## src/rtl/atm_pin_entry.sv

```systemverilog
// ATM PIN entry: collects four BCD digits, compares them with stored_pin on enter and reports only the match result.
// Optional inactivity timeout is compiled in when PIN_TIMEOUT_EN is defined.
module atm_pin_entry #(
    parameter int TIMEOUT_CYCLES = 1000
) (
    input  logic        clk,
    input  logic        reset,
    input  logic        card_inserted,
    input  logic        key_valid,
    input  logic [3:0]  key_code,
    input  logic [15:0] stored_pin,
    output logic        pin_entered,
    output logic        pin_correct,
    output logic [2:0]  digit_count,
    output logic        entry_timeout,
    output logic        busy
);
    typedef enum logic [1:0] {IDLE, COLLECT, REPORT} state_t;

    state_t      state_q, state_d;
    logic [15:0] buffer_q, buffer_d;
    logic [2:0]  count_q, count_d;
    logic        pin_entered_q, pin_entered_d;
    logic        pin_correct_q, pin_correct_d;
    logic        entry_timeout_q, entry_timeout_d;
    logic        busy_q, busy_d;

    logic [3:0]  digit_match;
    logic        pin_match;
    logic        key_accept;
    logic        is_digit;

    generate
        for (genvar gi = 0; gi < 4; gi++) begin : g_digit_cmp
            assign digit_match[gi] = (buffer_q[gi*4 +: 4] == stored_pin[gi*4 +: 4]);
        end
    endgenerate

    assign pin_match  = &digit_match;
    // Reserved codes D-F are not accepted keys: they neither act nor restart the timer.
    assign key_accept = key_valid && (key_code <= 4'hC);
    assign is_digit   = (key_code <= 4'd9);

`ifdef PIN_TIMEOUT_EN
    localparam int TW = $clog2(TIMEOUT_CYCLES + 1);
    logic [TW-1:0] timer_q, timer_d;
`endif

    always_comb begin
        state_d         = state_q;
        buffer_d        = buffer_q;
        count_d         = count_q;
        pin_entered_d   = 1'b0;
        pin_correct_d   = 1'b0;
        entry_timeout_d = 1'b0;
`ifdef PIN_TIMEOUT_EN
        timer_d         = '0;
`endif
        case (state_q)
            IDLE: begin
                if (card_inserted) begin
                    state_d  = COLLECT;
                    buffer_d = '0;
                    count_d  = '0;
                end
            end
            COLLECT: begin
                if (key_accept) begin
                    if (is_digit) begin
                        if (count_q < 3'd4) begin
                            buffer_d = {buffer_q[11:0], key_code};
                            count_d  = count_q + 3'd1;
                        end
                    end else if (key_code == 4'hA || key_code == 4'hC) begin
                        buffer_d = '0;
                        count_d  = '0;
                    end else if (count_q == 3'd4) begin
                        state_d       = REPORT;
                        pin_entered_d = 1'b1;
                        pin_correct_d = pin_match;
                    end
                end else begin
`ifdef PIN_TIMEOUT_EN
                    if (timer_q == TW'(TIMEOUT_CYCLES - 1)) begin
                        entry_timeout_d = 1'b1;
                        buffer_d        = '0;
                        count_d         = '0;
                    end else begin
                        timer_d = timer_q + 1'b1;
                    end
`endif
                end
            end
            REPORT: begin
                state_d  = COLLECT;
                buffer_d = '0;
                count_d  = '0;
            end
            default: begin
                state_d  = IDLE;
                buffer_d = '0;
                count_d  = '0;
            end
        endcase

        // Card removal overrides everything, including a same-cycle enter key.
        if (!card_inserted) begin
            state_d         = IDLE;
            buffer_d        = '0;
            count_d         = '0;
            pin_entered_d   = 1'b0;
            pin_correct_d   = 1'b0;
            entry_timeout_d = 1'b0;
`ifdef PIN_TIMEOUT_EN
            timer_d         = '0;
`endif
        end

        busy_d = (state_d != IDLE);
    end

    always_ff @(posedge clk or posedge reset) begin
        if (reset) begin
            state_q         <= IDLE;
            buffer_q        <= '0;
            count_q         <= '0;
            pin_entered_q   <= 1'b0;
            pin_correct_q   <= 1'b0;
            entry_timeout_q <= 1'b0;
            busy_q          <= 1'b0;
        end else begin
            state_q         <= state_d;
            buffer_q        <= buffer_d;
            count_q         <= count_d;
            pin_entered_q   <= pin_entered_d;
            pin_correct_q   <= pin_correct_d;
            entry_timeout_q <= entry_timeout_d;
            busy_q          <= busy_d;
        end
    end

`ifdef PIN_TIMEOUT_EN
    always_ff @(posedge clk or posedge reset) begin
        if (reset) begin
            timer_q <= '0;
        end else begin
            timer_q <= timer_d;
        end
    end
`endif

    assign pin_entered   = pin_entered_q;
    assign pin_correct   = pin_correct_q;
    assign digit_count   = count_q;
    assign entry_timeout = entry_timeout_q;
    assign busy          = busy_q;
endmodule
```

## config.mk

```make
export PLATFORM = sky130hd
export DESIGN_NAME = atm_pin_entry
export DESIGN_NICKNAME = d
export VERILOG_FILES = /design/src/rtl/atm_pin_entry.sv
export SDC_FILE = /design/constraint.sdc
export NUM_CORES = 1
export LEC_CHECK = 0
export BUFFER_PORTS_ARGS = -buffer_cell sky130_fd_sc_hd__buf_2
export CORE_ASPECT_RATIO = 1.4
export CORE_UTILIZATION = 45
export DETAILED_ROUTE_END_ITERATION = 10
export PLACE_DENSITY_LB_ADDON = 0.2
export SLEW_MARGIN = 40
export SYNTH_ARGS = -nofsm -noshare
export SYNTH_HDL_FRONTEND = slang
export SYNTH_SLANG_ARGS = --single-unit
```

## constraint.sdc

```tcl
create_clock -name clk -period 3.35 [get_ports clk]
set_input_delay 0 -clock clk [delete_from_list [all_inputs] [get_ports clk]]
set_output_delay 0 -clock clk [all_outputs]
set_load 0.01 [all_outputs]
```

==> summary.md <==
| Metric | Value |
|---|---|
| Global-route wire length before repair | around 4600 µm |
| Gpl congestion | approximately 0.75 |
| Layout cells sized above 1 | 22.6% |
| Initial antenna violation count | 0 |
| Mapped Area | about 0.0013 mm² |
| Max Freq | a little over 500 MHz |
| GR Util All Layers | between 20% and 30% |
| R2r endpoint | digit_count[0] |
| Outcome | completed |
| Top cells by area, synth | dfrtp_1 (46%), nand4_1 (7.7%), nand2_1 (6.1%) |
| PortBufs | 29 |
| RSZ-0062 raised after global routing | false |
| Layout Nets | around 190 |
| Rel. slew slack | between 50% and 60% |
| Post-cts resize count | 0 |
| Reg area | ~600 µm² |
| Post-synth cell types | 31 |
| Synth Instances | about 140 |
| Ys Warns | 0 |
| DRT antenna net count | 0 |
| Most frequent cells after synthesis | dfrtp_1 (24), nand2_1 (21), nand4_1 (16) |
| Fill cell count | 260 |
| Crit share post-route | just under 60% |
| CTS tree | yes |
| CTS clock-pin slew for the worst setup and hold paths | roughly 0.13 ns |
| Reg2Reg Depth | 5 |
| Final worst path period need | 1.94 ns |
| Setup-failing EPs final | 0 |
| Synth Register Bits | 24 |
| Fin. max-slew vios | 0 |
| Wire per inst | roughly 14 µm |
| CTS root buf | clkbuf_4 |
| R2R setup slack | between 1 and 1.5 ns |
| Startpoint types | input port |
| EDFF count, synth | 0 |
| Sequential share of the synthesized area | 46.3% |
| Vias in the first global route | around 1000 |
| WP data required | 3.54 ns |
| Site Rows | 22 |
| # clock sinks | 24 |
| Post-DP HPWL | between 1500 and 2000 µm |
| Crit path max fanout | 19 |
| Synth Area per Inst | 9.47 µm² |
| Core area | ~0.0027 mm² |
| # IOs | 31 |
| Area of the multi-input gates | ~630 µm² |
| Wirelength, routed | roughly 2800 µm |
| Max-cap viol count | 0 |
| Residual DRC | 0 |
| Ys async rst share | 100% |
| Critical path arrival | between 2 and 2.5 ns |
| H-tree depth | 1 |
| CP endpoint kind | flip-flop |
| Setup Buffers After CTS | 0 |
| Initial core utilization | 48.6% |
| DR iter-0 viols | 38 |
| Min-Delay Path Depth | 2 |
| Placed cell count | just under 200 |
| Area leader, netlist | dfrtp_1 |
| Hold endpoint | buffer_q[2] |
| Clock Path Buffers | 2 |
| Final Hold Slack | ~0.0077 ns |
| Total congestion overflow | 0 |
| Worst VDD drop | roughly 0.26 mV |
| Sum of negative setup slack | 0 ns |
| Top-count cell post-synth | dfrtp_1 |
| Reg-to-reg critical path startpoint | state_q[1] |
| Syn Nets | about 160 |
| Ant. Diodes | 0 |
| Cell Count, Final, Fillers Out | 200 |
| Core Util, Final | ~57% |
| Tightest Pin Transition | ~0.66 ns |
| Fin. Hold Viols | 0 |
| LEAKAGE | 0.000696 µW |
| Pin count of the biggest net entering global routing | 26 |
| Synth top area share | 46.3% |
| Layout Area Growth over Synthesis | 16.3% |
| DR vias | approximately 1100 |
| Setup CP Type | in -> reg |
| Die ar. | between 0.003 and 0.004 mm² |
| Hold path start | key_code[2] |
| Die X | 47.4 µm |
| Inserted Clock Buffers | 3 |
| Worst skew pair latency | around 0.32 ns |
| Top FF cell, synth | dfrtp_1 |
| Drt pass-1 iters | 4 |
| Die Ht | ~66 µm |
| Worst min path class | in -> reg |
| Avg Vias per Cell | 5.46 |
| Setup Skew | 0.00608 ns |
| PD cells | about 340 mW/mm² |
==> metal layers <==
layer	routed length, µm	vias to the layer above	GRT usage [%]
li1	-	531	-
met1	1150	531	27.6
met2	1500	25	32.2
met3	92	5	2.75
met4	25	0	5.36
met5	0	-	0
==> how the worst max path moves through the flow <==
stage | slack, ns | endpoint | start
floorplan | 1.88 | buffer_q[15] | state_q[1]
global placement | 1.34 | buffer_q[6] | state_q[1]
detailed placement | 1.29 | digit_count[0] | state_q[1]
CTS | 1.23 | digit_count[0] | state_q[1]
global route | 1.27 | buffer_q[10] | key_code[0]
finish | 1.41 | buffer_q[11] | key_code[0]
==> worst max-delay path, stage by stage <==
cell	delay, ns
dlygate4sd3_1	0.54
buf_2	0.16
o32ai_4	0.60
and2_1	0.61
o21ai_0	0.20
==> cells by family after synthesis <==
kind of cell	share of synthesized area, %
xor gates and xnor gates	11.5
and+or+nand+nor	20.9
buffers and inverters	5.69
other	0.289
adders and majority gates	1.93
DFF	46.3
AOI/OAI and AO/OA	13.4
==> power breakdown <==
part	internal, µW	total, µW	switching [µW]
clock	66.5	154	87.9
combinational	27.0	69.9	43.0
sequential	292	295	2.35
total	386	519	133
==> cells in the final DEF (no fill, tap or decap), types with 2 or more instances in the layout <==
cell / instances
nand4_1: 16
xnor2_1: 9
o21ai_0: 8
ha_1: 2
nor4_1: 2
and2_1: 4
o22ai_1: 3
clkbuf_4: 3
a41o_1: 2
nor2_1: 2
xor2_1: 8
a21oi_1: 2
o21ai_1: 7
dlygate4sd3_1: 3
dfrtp_1: 24
buf_2: 29
inv_1: 4
nand2_1: 21
==> state kept, by name, indices dropped and copies added (netlist names) <==
name	flops
digit_count	3
state_q	2
pin_correct	1
pin_entered	1
busy	1
buffer_q	16
==> per-stage QoR <==
stage	total power, µW	cell area [µm²]	worst slack [ns]
finish	519	1510	1.41
global route	539	1510	1.27
CTS	519	1510	1.23
detailed placement	367	1440	1.29
global placement	365	1440	1.34
floorplan	344	1300	1.88
==> repair_timing <==
item	CTS	global route
endpoints found under the setup margin	0	0
endpoints found under the hold margin	27	0
hold buffers	3	0
==> layout make-up <==
| class | count | share of cell area [%] |
|---|---|---|
| multi-input cells | 98 | 41.5 |
| flip-flops and latches | 24 | 39.8 |
| repair buffers | 33 | 12.1 |
| well taps | 36 | 2.99 |
| clock buffers | 4 | 2.40 |
| inverters | 5 | 1.24 |
Power figures use the tool's default switching activity.
